### src/rtl/spi_target.sv
// SPI mode-0 target: oversamples the host bus in clk7, deserialises received bytes,
// serialises bytes from a one-deep transmit buffer and keeps a bitwise CRC16-CCITT.
//
// Ports:
//   clk7, _reset             system clock, async active-low reset
//   _cs_in, sclk_in, mosi_in host-driven SPI bus (asynchronous to clk7)
//   miso_out, miso_oe        target data out and its driver enable
//   selected                 synchronised, inverted chip select
//   rx_data, rx_valid        last complete received byte and its update pulse
//   tx_data, tx_load         byte to transmit and its write strobe
//   tx_ready, tx_underrun    buffer empty flag, idle-byte substitution pulse
//   crc_source, crc_reset    CRC bit select (0 mosi, 1 miso) and sync clear
//   crc_out                  running CRC16, poly 0x1021, init 0x0000

module spi_target #(
   parameter int          SYNC_STAGES = 2,
   parameter logic [7:0]  IDLE_BYTE   = 8'hFF
) (
   input  logic        clk7,
   input  logic        _reset,
   input  logic        _cs_in,
   input  logic        sclk_in,
   input  logic        mosi_in,
   output logic        miso_out,
   output logic        miso_oe,
   output logic        selected,
   output logic [7:0]  rx_data,
   output logic        rx_valid,
   input  logic [7:0]  tx_data,
   input  logic        tx_load,
   output logic        tx_ready,
   output logic        tx_underrun,
   input  logic        crc_source,
   input  logic        crc_reset,
   output logic [15:0] crc_out
);

   typedef enum logic {S_IDLE, S_ACTIVE} state_t;

   state_t r_state;
   state_t w_state_nxt;

   logic [SYNC_STAGES-1:0] r_cs_sync;
   logic [SYNC_STAGES-1:0] r_sclk_sync;
   logic [SYNC_STAGES-1:0] r_mosi_sync;
   logic                   r_cs_hist;
   logic                   r_sclk_hist;

   logic [6:0]  r_rx_shift;
   logic [2:0]  r_bit_cnt;
   logic        r_byte_done;
   logic [7:0]  r_rx_data;
   logic        r_rx_valid;

   logic [7:0]  r_tx_shift;
   logic [7:0]  r_tx_buf;
   logic        r_tx_ready;
   logic        r_tx_underrun;

   logic [15:0] r_crc;

   logic w_cs, w_sclk, w_mosi;
   logic w_cs_fall, w_cs_rise;
   logic w_sclk_rise, w_sclk_fall;
   logic w_start, w_leave;
   logic w_rise, w_fall;
   logic w_reload, w_accept;
   logic w_crc_bit, w_crc_fb;

   assign w_cs   = r_cs_sync[SYNC_STAGES-1];
   assign w_sclk = r_sclk_sync[SYNC_STAGES-1];
   assign w_mosi = r_mosi_sync[SYNC_STAGES-1];

   assign w_cs_fall   = r_cs_hist & ~w_cs;
   assign w_cs_rise   = ~r_cs_hist & w_cs;
   assign w_sclk_rise = ~r_sclk_hist & w_sclk;
   assign w_sclk_fall = r_sclk_hist & ~w_sclk;

   // Bus edges only count while selected and not being deselected.
   assign w_rise = (r_state == S_ACTIVE) & w_sclk_rise & ~w_cs_rise;
   assign w_fall = (r_state == S_ACTIVE) & w_sclk_fall & ~w_cs_rise;

   // Shifter reload: at selection and at the fall closing each byte.
   assign w_reload = w_start | (w_fall & r_byte_done);
   // A load coinciding with a reload lands behind the byte being moved out.
   assign w_accept = tx_load & (r_tx_ready | w_reload);

   assign w_crc_bit = crc_source ? r_tx_shift[7] : w_mosi;
   assign w_crc_fb  = r_crc[15] ^ w_crc_bit;

   always_ff @(posedge clk7 or negedge _reset) begin
      if (!_reset) begin
         r_cs_sync   <= '1;
         r_sclk_sync <= '0;
         r_mosi_sync <= '0;
         r_cs_hist   <= 1'b1;
         r_sclk_hist <= 1'b0;
      end else begin
         r_cs_sync   <= {r_cs_sync[SYNC_STAGES-2:0], _cs_in};
         r_sclk_sync <= {r_sclk_sync[SYNC_STAGES-2:0], sclk_in};
         r_mosi_sync <= {r_mosi_sync[SYNC_STAGES-2:0], mosi_in};
         r_cs_hist   <= w_cs;
         r_sclk_hist <= w_sclk;
      end
   end

   always_ff @(posedge clk7 or negedge _reset) begin
      if (!_reset) r_state <= S_IDLE;
      else         r_state <= w_state_nxt;
   end

   always_comb begin
      w_state_nxt = r_state;
      w_start     = 1'b0;
      w_leave     = 1'b0;
      case (r_state)
         S_IDLE: begin
            if (w_cs_fall) begin
               w_state_nxt = S_ACTIVE;
               w_start     = 1'b1;
            end
         end
         S_ACTIVE: begin
            if (w_cs_rise) begin
               w_state_nxt = S_IDLE;
               w_leave     = 1'b1;
            end
         end
         default: w_state_nxt = S_IDLE;
      endcase
   end

   always_ff @(posedge clk7 or negedge _reset) begin
      if (!_reset) begin
         r_rx_shift  <= '0;
         r_bit_cnt   <= '0;
         r_byte_done <= 1'b0;
         r_rx_data   <= '0;
         r_rx_valid  <= 1'b0;
      end else begin
         r_rx_valid <= 1'b0;
         if (w_leave) begin
            r_bit_cnt   <= '0;
            r_byte_done <= 1'b0;
         end else if (w_rise) begin
            r_rx_shift <= {r_rx_shift[5:0], w_mosi};
            r_bit_cnt  <= r_bit_cnt + 3'd1;
            if (r_bit_cnt == 3'd7) begin
               r_rx_data   <= {r_rx_shift, w_mosi};
               r_rx_valid  <= 1'b1;
               r_byte_done <= 1'b1;
            end
         end else if (w_fall && r_byte_done) begin
            r_byte_done <= 1'b0;
         end
      end
   end

   always_ff @(posedge clk7 or negedge _reset) begin
      if (!_reset) begin
         r_tx_shift    <= 8'hFF;
         r_tx_buf      <= '0;
         r_tx_ready    <= 1'b1;
         r_tx_underrun <= 1'b0;
      end else begin
         r_tx_underrun <= w_reload & r_tx_ready;
         if (w_leave)
            r_tx_shift <= 8'hFF;
         else if (w_reload)
            r_tx_shift <= r_tx_ready ? IDLE_BYTE : r_tx_buf;
         else if (w_fall)
            r_tx_shift <= {r_tx_shift[6:0], 1'b1};
         if (w_accept) begin
            r_tx_buf   <= tx_data;
            r_tx_ready <= 1'b0;
         end else if (w_reload) begin
            r_tx_ready <= 1'b1;
         end
      end
   end

   always_ff @(posedge clk7 or negedge _reset) begin
      if (!_reset)
         r_crc <= '0;
      else if (crc_reset)
         r_crc <= '0;
      else if (w_rise)
         r_crc <= {r_crc[14:0], 1'b0} ^ (w_crc_fb ? 16'h1021 : 16'h0000);
   end

   assign selected    = (r_state == S_ACTIVE);
   assign miso_oe     = (r_state == S_ACTIVE);
   assign miso_out    = r_tx_shift[7];
   assign rx_data     = r_rx_data;
   assign rx_valid    = r_rx_valid;
   assign tx_ready    = r_tx_ready;
   assign tx_underrun = r_tx_underrun;
   assign crc_out     = r_crc;

endmodule

### config.mk
export PLATFORM = sky130hd
export DESIGN_NAME = spi_target
export DESIGN_NICKNAME = d
export VERILOG_FILES = /design/src/rtl/spi_target.sv
export SDC_FILE = /design/constraint.sdc
export NUM_CORES = 1
export LEC_CHECK = 0
export CAP_MARGIN = 20
export CELL_PAD_IN_SITES_DETAIL_PLACEMENT = 2
export CELL_PAD_IN_SITES_GLOBAL_PLACEMENT = 2
export CORE_UTILIZATION = 34
export DETAILED_ROUTE_END_ITERATION = 10
export PLACE_DENSITY = 0.88
export REMOVE_ABC_BUFFERS = 1
export SLEW_MARGIN = 20
export SYNTH_ARGS = -nofsm -noshare
export SYNTH_HDL_FRONTEND = slang
export SYNTH_SLANG_ARGS = --single-unit
export TNS_END_PERCENT = 10
### constraint.sdc
create_clock -name clk7 -period 1.9 [get_ports clk7]
set_input_delay 0.285 -clock clk7 [delete_from_list [all_inputs] [get_ports clk7]]
set_output_delay 0.285 -clock clk7 [all_outputs]
set_load 0.01 [all_outputs]
---- Word level (Yosys, flattened, before mapping) ----
Index checks and enable logic that the tools add are counted.
word-level totals
  output and inout bits ................... 30
  bits in latches ......................... 0
  memories kept ........................... 0
  logic and storage cells ................. 75
  flip-flop bits (word level) ............. 63
  RAM bits ................................ 0
  ROM bits ................................ 0
  bits of input ports ..................... 16
cells by class
  $add $sub $neg .......................... 1
  eq/ne operators ......................... 2
  reduce and logical (&&, ||, !) cells .... 9
  order comparisons ....................... 0
  muxes and demuxes ....................... 25
  multiply operators ...................... 0
  bitwise gates (word level) .............. 22
  div/mod/pow operators ................... 0
  shift operators ......................... 0
operator list
  kind                                           count
  2-to-1 mux 16 bit                              2
  2-to-1 mux 8 bit                               4
  bitwise XOR 16 x 13 -> 16 bit                  1
  2-to-1 mux 1 bit                               15
  2-to-1 mux 13 bit                              1
  AND 1 bit                                      11
  NOT 1 bit                                      7
  2-to-1 mux 3 bit                               2
  nonzero test 2 bit                             3
  nonzero test 3 bit                             2
  AND reduction 2 bit                            2
  adder 3 x 1 -> 3 bit, second input constant    1
  equality test 3 bit, second input constant     1
  != test 3 x 2 -> 1 bit, second input constant  1
  AND reduction 3 bit                            1
  bitwise OR 1 bit                               2
  one-hot mux 1 bit (2 select lines)             1
  logical AND 1 bit                              1
  bitwise XOR 1 bit                              1

---- Depth between registers and ports, before layout ----
Gate-level depths: netlist of the first run.
  word-level depth ........................ 9
  gate-level depth with buffers ........... 7

---- Worst setup path after synthesis of the first run ----
OpenSTA, ideal clock, no wires.
  path kind ............................... register to register
  start point ............................. register r_cs_hist
  end point ............................... register r_rx_data[1], in the netlist rx_data[1]
  setup slack ............................. 0.206 ns
  data required time ...................... 1.775 ns
  cell stages (with the launch flop) ...... 5
  buffers on the path ..................... 1
  period minus slack after synthesis ...... 1.694 ns
  arrival ................................. 1.569 ns
  cells stage by stage .................... dfstp_2 > nor2b_1 > buf_2 > nor4b_4 > mux2_2
on the way
  cells in the longest elaborated chain, start to end .. 6
RTL lines
  element                          RTL line  text
  from (decl)                      46        logic r_cs_hist;
  from (signal assigned)           102       r_cs_hist <= w_cs;
  NOT 1 bit *                      75        assign w_cs_rise = ~r_cs_hist & w_cs;
  AND 1 bit *                      75
  2-to-1 mux 1 bit                 124       if (w_cs_rise) begin
  2-to-1 mux 1 bit                 116       case (r_state)
  NOT 1 bit (no line)              --
  AND reduction 3 bit (no line) *  --
  to (signal assigned)             149       r_rx_data <= {r_rx_shift, w_mosi};
  to (decl)                        52        logic [7:0] r_rx_data;
Every way passes the cells marked *; elsewhere a longest branch is shown, timed or not.
A chain may end at the register's enable or synchronous reset.

---- Worst setup path after layout of the first run ----
  start point ............................. register r_cs_sync[1]
  end point ............................... register r_tx_buf[0]
on the way
  cells in the longest elaborated chain, start to end .. 7
RTL lines
  element                                               RTL line  text
  from (decl)                                           43        logic [SYNC_STAGES-1:0] r_cs_sync;
  from (signal assigned)                                99        r_cs_sync <= {r_cs_sync[SYNC_STAGES-2:0], _cs_in};
  NOT 1 bit / AND 1 bit (equally long branches)         74, 75
  AND 1 bit / NOT 1 bit (equally long branches)         74, 81
  2-to-1 mux 1 bit / AND 1 bit (equally long branches)  118, 81
  2-to-1 mux 1 bit / AND 1 bit (equally long branches)  116, 84
  bitwise OR 1 bit *                                    84        assign w_reload = w_start | (w_fall & r_byte_done);
  bitwise OR 1 bit *                                    86        assign w_accept = tx_load & (r_tx_ready | w_reload);
  AND 1 bit *                                           86
  to (signal assigned)                                  174       r_tx_buf <= tx_data;
  to (decl)                                             56        logic [7:0] r_tx_buf;
Marked as above.

==> results of run 1 <==
cells by family after synthesis:
| logic type | count (synthesis) |
|---|---|
| simple gates | 81 |
| xor+xnor | 4 |
| buf+inv | 17 |
| compound gates | 46 |
| mux | 17 |
| flops | 63 |
| fa+ha+maj | 2 |
report_power, final:
part,total [mW],switching [mW],internal [mW]
Sequential,1.73,0.147,1.59
Combinational,0.624,0.318,0.306
Clock,0.965,0.504,0.462
Total,3.32,0.969,2.35
per-stage QoR:
stage / area, um2 / setup TNS (ps) / hold WS (ps) / power, mW
after global routing: 3380 / -1.23 / 356 / 3.52
after floorplan: 2520 / 0 / -10.6 / 2.06
final: 3380 / 0 / 351 / 3.32
after detailed placement: 3180 / 0 / 322 / 2.35
after CTS: 3360 / 0 / 340 / 3.37
after global placement: 3180 / 0 / 319 / 2.29
registers in the layout (all words and copies together), names as in the netlist, 2 cells and up:
name	cells
rx_data	8
r_bit_cnt	3
r_sclk_sync	2
r_tx_buf	8
r_cs_sync	2
r_tx_shift	8
r_mosi_sync	2
r_rx_shift	7
crc_out	16
timing repair:
action,4_1_cts,5_1_grt
hold buffers,1,0
setup buffers,1,1
endpoints found under the setup margin,1,8
hold endpoints to repair,51,0
pin swaps,0,1
cells in the mapped netlist (5+ instances only):
library cell,number
nand2_1,55
dfrtp_1,51
o21ai_0,16
a21oi_1,15
mux2_2,13
dfstp_2,12
nor2_1,11
a2bb2oi_1,7
clkbuf_1,7
buf_2,5
worst paths after layout:
kind	from	end	depth (start not counted)
hold reg to reg	r_mosi_sync[0]	r_mosi_sync[1]	0
setup reg to reg	r_cs_sync[1]	r_tx_buf[0]	5
hold / removal	r_mosi_sync[0]	r_mosi_sync[1]	0
min in group asynchronous	_reset	r_tx_buf[4]	3
setup / recovery	r_cs_sync[1]	r_tx_buf[0]	5
max in group asynchronous	_reset	r_cs_sync[1]	3
cell type report:
class / count / area [um2] / area share
clock buffers: 11 / 131 / 0.0389
clock inverters: 5 / 25.0 / 0.00741
inverters: 3 / 11.3 / 0.00333
multi-input cells: 150 / 918 / 0.272
flip-flops and latches: 63 / 1590 / 0.471
well taps: 99 / 124 / 0.0367
repair buffers: 57 / 576 / 0.170
per-layer routing:
metal | vias to the layer above | share of wire | wire, um | GRT usage
met4 | 0 | 0.033 | 226 | 0.102
li1 | 886 | - | - | -
met1 | 991 | 0.43 | 2940 | 0.234
met3 | 17 | 0.022 | 146 | 0.0462
met2 | 34 | 0.51 | 3470 | 0.326
met5 | - | 0 | 0 | 0
==> results.ini, run 1 <==
[cells_and_area]
syn2layout_area_growth_pct=30.7
n_fill_cell=775
mostFrequentLayoutCells=nand2_1, dfrtp_1, clkdlybuf4s50_1
drive_gt1_frac=0.197
fin_cells=388
nets=302
fin_util=0.463
final_common_cell=nand2_1
num_antenna_cells=0

[clock_network]
cts.htree.levels=3
cts_buffer_depth=2
clk_latency_ps=350
cts_buffers=9
cts_tree=yes
postCtsResizedCells=0
path_clk_slew_ps=70
cts_sinks=63
cts-root-buf=clkbuf_8

[power]
power.leakage_nw=1.48
powerDensity_mw_per_mm2=984
vdd.ir_drop.worst_mv=0.345

[logic_synthesis]
synth_area_mm2=0.00258
synthSimpleGateAreaFrac=0.145
yosys_warnings=0
seq_area_frac_synth=0.616
syn_area_per_cell_um2=11.2
synth_edf_count=0
synth_compound_area_frac=0.114
netlist_top_cells_area=dfrtp_1, dfstp_2, nand2_1
ys_ff_latch=63
synth_top_area_frac=0.494
synth_xor_area_frac=0.0136
synth_top_family_by_area=simple AND/OR/NAND/NOR gates
synth_adder_area_share=0.00969
synth_cell_types=34
ys_async_sr_fraction=1.00
synthMuxAreaShare=0.0736
synth_top_area_cell=dfrtp_1
synthCells=230
ys.flop_type=dfrtp_1

[timing]
fin_worst_skew_ps=10.8
setup-violations-final=0
worst_slew_pin_slew_ps=601
layout_setup_ws_ps=66.1
fin_crit_sh=0.965
fin_crit_ps=1830
max_slew_margin=0.598
fmax_mhz=545
report.final.hold_viol_count=0
maxSlewViolCount=0

[routing]
post_drt_wl_per_cell_um=17.5
viasPerCell=4.97
vias=1928
drt-total-wl_um=6790
drc=0
firstDrtPassIters=4
dr.first_iter.drc_count=82
antenna_left=0

[global_route]
grt_start_max_net_pins=64
grt_usage=0.195
antenna_found_initial=0
globalRouteOverflowTotal=0
grt_pass1_vias=2171
grt_pass1_wl_um=11200

[critical_path]
path_delay_family=flip-flops
slowest_delay_ps=570
crit_required_ps=2130
reg2reg_slack_ps=70
worstSetupPathType=reg -> reg
worst_setup_path_start_kind=flip-flop
cp-end-kind=flip-flop
arrival_ps=2060
worst-path-buf-inv=1
slowest_stage=dfstp_2
crit_chain=nand2b_1 > and4_1 > o31ai_4 > buf_12 > mux2_2
cp_max_fo=8

[die]
core_mm2=0.00729
die_height_um=89.2
start_util=0.354
num_rows=31
die_w_um=89.2
io_pins=46
dieArea_mm2=0.00795

[flow_run]
maxCapViolCount=0

[placement]
dp_hpwl_um=4420
io_buffers=45
gp_routability_congestion=0.703
post-place-cells=369
dpl_worst_slack_ps=5.88

[min_path]
min_path_type=reg -> reg

[outcome]
status=finished, final reports clean

Power figures use the tool's default switching activity.
==> inputs of run 2 (changes only) <==
--- a/config.mk
+++ b/config.mk
@@ -12,7 +12,6 @@
 export DETAILED_ROUTE_END_ITERATION = 10
 export PLACE_DENSITY = 0.88
 export REMOVE_ABC_BUFFERS = 1
-export SLEW_MARGIN = 20
 export SYNTH_ARGS = -nofsm -noshare
 export SYNTH_HDL_FRONTEND = slang
 export SYNTH_SLANG_ARGS = --single-unit
==> results of run 2 <==
Same layout as run 1: the final DEF is identical, and so are final timing and power.
==> inputs of run 3 (changes only) <==
--- a/config.mk
+++ b/config.mk
@@ -8,9 +8,10 @@
 export CAP_MARGIN = 20
 export CELL_PAD_IN_SITES_DETAIL_PLACEMENT = 2
 export CELL_PAD_IN_SITES_GLOBAL_PLACEMENT = 2
-export CORE_UTILIZATION = 34
+export CORE_UTILIZATION = 40
 export DETAILED_ROUTE_END_ITERATION = 10
-export PLACE_DENSITY = 0.88
+export DONT_BUFFER_PORTS = 1
+export PLACE_DENSITY = 0.86
 export REMOVE_ABC_BUFFERS = 1
 export SYNTH_ARGS = -nofsm -noshare
 export SYNTH_HDL_FRONTEND = slang
==> constraint.sdc (replaced) <==
create_clock -name clk7 -period 1.9 [get_ports clk7]
set_input_delay 0.57 -clock clk7 [delete_from_list [all_inputs] [get_ports clk7]]
set_output_delay 0.57 -clock clk7 [all_outputs]
set_load 0.01 [all_outputs]
==> results.ini, run 3 (synthesis results as in run 1) <==
[outcome]
status=finished, final reports clean  ; unchanged

[cells_and_area]
syn2layout_area_growth_pct=13.8  ; was 30.7%
regArea_mm2=0.00159  ; unchanged
num_antenna_cells=0  ; unchanged
nets=257  ; was 302
mostFrequentLayoutCells=nand2_1, dfrtp_1, o21ai_0  ; was nand2_1, dfrtp_1, clkdlybuf4s50_1
drive_gt1_frac=0.246  ; was 0.197
final_cell_area_mm2=0.00294  ; was 0.00338 mm2
n_fill_cell=606  ; was 775
largest_reg_flops=16  ; unchanged
multi_input_area_um2=927  ; was 918 um2
final_common_cell=nand2_1  ; unchanged

[critical_path]
critPathCapture=r_tx_buf[6]  ; was r_tx_buf[0]
worstReg2RegStart=r_cs_sync[1]  ; unchanged
worstSetupPathType=reg -> reg  ; unchanged
slowest_stage=dfstp_2  ; unchanged
slowest_delay_ps=590  ; was 570 ps
reg2reg_slack_ps=20  ; was 70 ps
rr_endpoint=r_tx_buf[6]  ; was r_tx_buf[0]
crit_chain=nand2b_1 > and4_1 > o31ai_4 > buf_4 > mux2_2  ; was nand2b_1 > and4_1 > o31ai_4 > buf_12 > mux2_2
cp-end-kind=flip-flop  ; unchanged
crit_required_ps=2120  ; was 2130 ps
arrival_ps=2100  ; was 2060 ps
crit_start=r_cs_sync[1]  ; unchanged
reg2regPathDepth=5  ; unchanged
worst_setup_path_start_kind=flip-flop  ; unchanged
cp_max_fo=5  ; was 8

[timing]
grt_setup_unrepaired=yes
layout_setup_ws_ps=19.5  ; was 66.1 ps
max_slew_margin=0.724  ; was 0.598
worst_slew_pin_slew_ps=413  ; was 601 ps
fin_crit_sh=0.990  ; was 0.965
fin_crit_ps=1880  ; was 1830 ps
report.final.hold_viol_count=0  ; unchanged
fin_worst_skew_ps=7.92  ; was 10.8 ps
fmax_mhz=532  ; was 545 MHz
maxSlewViolCount=0  ; unchanged
setup_tns_ps=0  ; unchanged
setup-violations-final=0  ; unchanged

[clock_network]
cts.htree.levels=3  ; unchanged
cts-root-buf=clkbuf_8  ; unchanged
cts_buffer_depth=2  ; unchanged
cts_tree=yes  ; unchanged
cts_sinks=63  ; unchanged
clk_latency_ps=340  ; was 350 ps
cts_buffers=9  ; unchanged
path_clk_slew_ps=70  ; about the same

[routing]
antenna_left=0  ; unchanged
drt-total-wl_um=6380  ; was 6790 um
post_drt_wl_per_cell_um=20.0  ; was 17.5 um
dr.first_iter.drc_count=48  ; was 82
firstDrtPassIters=4  ; unchanged
vias=1736  ; was 1928
viasPerCell=5.44  ; was 4.97
drc=0  ; unchanged

[power]
seqPwrFrac=0.513  ; was 0.522
power.total_mw=3.40  ; was 3.32 mW
power_frac_comb=0.156  ; was 0.188
powerDensity_mw_per_mm2=1160  ; was 984 mW/mm2
p_int_mw=2.45  ; was 2.35 mW
power.leakage_nw=1.33  ; was 1.48 nW
vdd.ir_drop.worst_mv=0.463  ; was 0.345 mV
power.switching_mw=0.954  ; was 0.969 mW
power.share.switching=0.281  ; was 0.292
power_frac_clock=0.331  ; was 0.290

[global_route]
globalRouteOverflowTotal=0  ; unchanged
antenna_found_initial=0  ; unchanged
grt_start_max_net_pins=52  ; was 64
grt_pass1_wl_um=10400  ; was 11200 um
grt_usage=0.217  ; was 0.195
grt_pass1_vias=1970  ; was 2171

[die]
start_util=0.426  ; was 0.354
dieArea_mm2=0.00678  ; was 0.00795 mm2
die_height_um=82.4  ; was 89.2 um
core_mm2=0.00606  ; was 0.00729 mm2
die_w_um=82.4  ; was 89.2 um
num_rows=28  ; was 31
io_pins=46  ; unchanged

[min_path]
min_path_type=in -> async  ; was reg -> reg

[placement]
gp_routability_congestion=0.659  ; was 0.703
dpl-instance-area_mm2=0.00270  ; was 0.00318 mm2
dpl_worst_slack_ps=25.6  ; was 5.88 ps
io_buffers=0  ; was 45
dp_hpwl_um=3900  ; was 4420 um

[flow_run]
maxCapViolCount=0  ; unchanged

run 3: cell count changes in the layout (fill, tap and decap cells not counted), moves of 2 or more:
cell and change:
clkbuf_1 -2, clkinv_2 -2, clkdlybuf4s50_1 -44, buf_12 -2, buf_4 +2, clkbuf_8 +4
run 3: power by group through the flow:
stage / Sequential (mW) / Combinational (mW) / Clock [mW]
4_1_cts: 1.74 / 0.537 / 1.16
5_1_grt: 1.77 / 0.604 / 1.21
3_5_place_dp: 1.76 / 0.483 / 0
3_3_place_gp: 1.75 / 0.440 / 0
6_report: 1.75 / 0.530 / 1.13
2_1_floorplan: 1.73 / 0.340 / 0
run 3: worst min-delay path by stage:
stage                     cells past startpoint            to  slack (ps)   start
after global routing                          0  r_cs_sync[1]          50  _reset
after global placement                        0    crc_out[9]         280  _reset
after floorplan                               0    crc_out[0]         270  _reset
after CTS                                     0  r_cs_sync[1]          60  _reset
after detailed placement                      0    crc_out[9]         280  _reset
final                                         0  r_cs_sync[1]          80  _reset
run 3: cell type report:
class	count	share of cell area
repair buffers	12	0.0417
flip-flops and latches	63	0.541
well taps	75	0.0319
clock inverters	3	0.00511
multi-input cells	150	0.315
clock buffers	13	0.0609
inverters	3	0.00383
run 3: layer usage:
layer,wire [um],GRT usage,up-vias
met5,0,0,-
met4,165,0.118,0
met3,226,0.0549,12
met2,3290,0.366,33
met1,2700,0.252,899
li1,-,-,792
run 3: what timing repair did:
item	in CTS	in global routing
resized for setup	0	2
cloned	0	0
buffers inserted	2	0
setup endpoints to repair	1	19
hold endpoints to repair	51	0
hold buffers	1	0
pin swaps	1	0
run 3: worst max-delay path: cells and delay by family, from the launching register on:
kind	cells	cell delay (ps)
flip-flops	1	590
AO/OA/AOI/OAI	1	280
AND/OR/NAND/NOR	2	370
multiplexers	1	330
buffers and inverters	1	190
run 3: metrics by stage:
step	utilization	hold WS (ps)	instances
3_3_place_gp	0.445	275	300
3_5_place_dp	0.445	275	300
6_report	0.485	77.6	319
2_1_floorplan	-	274	216
5_1_grt	0.485	53.7	319
4_1_cts	0.484	58.7	319
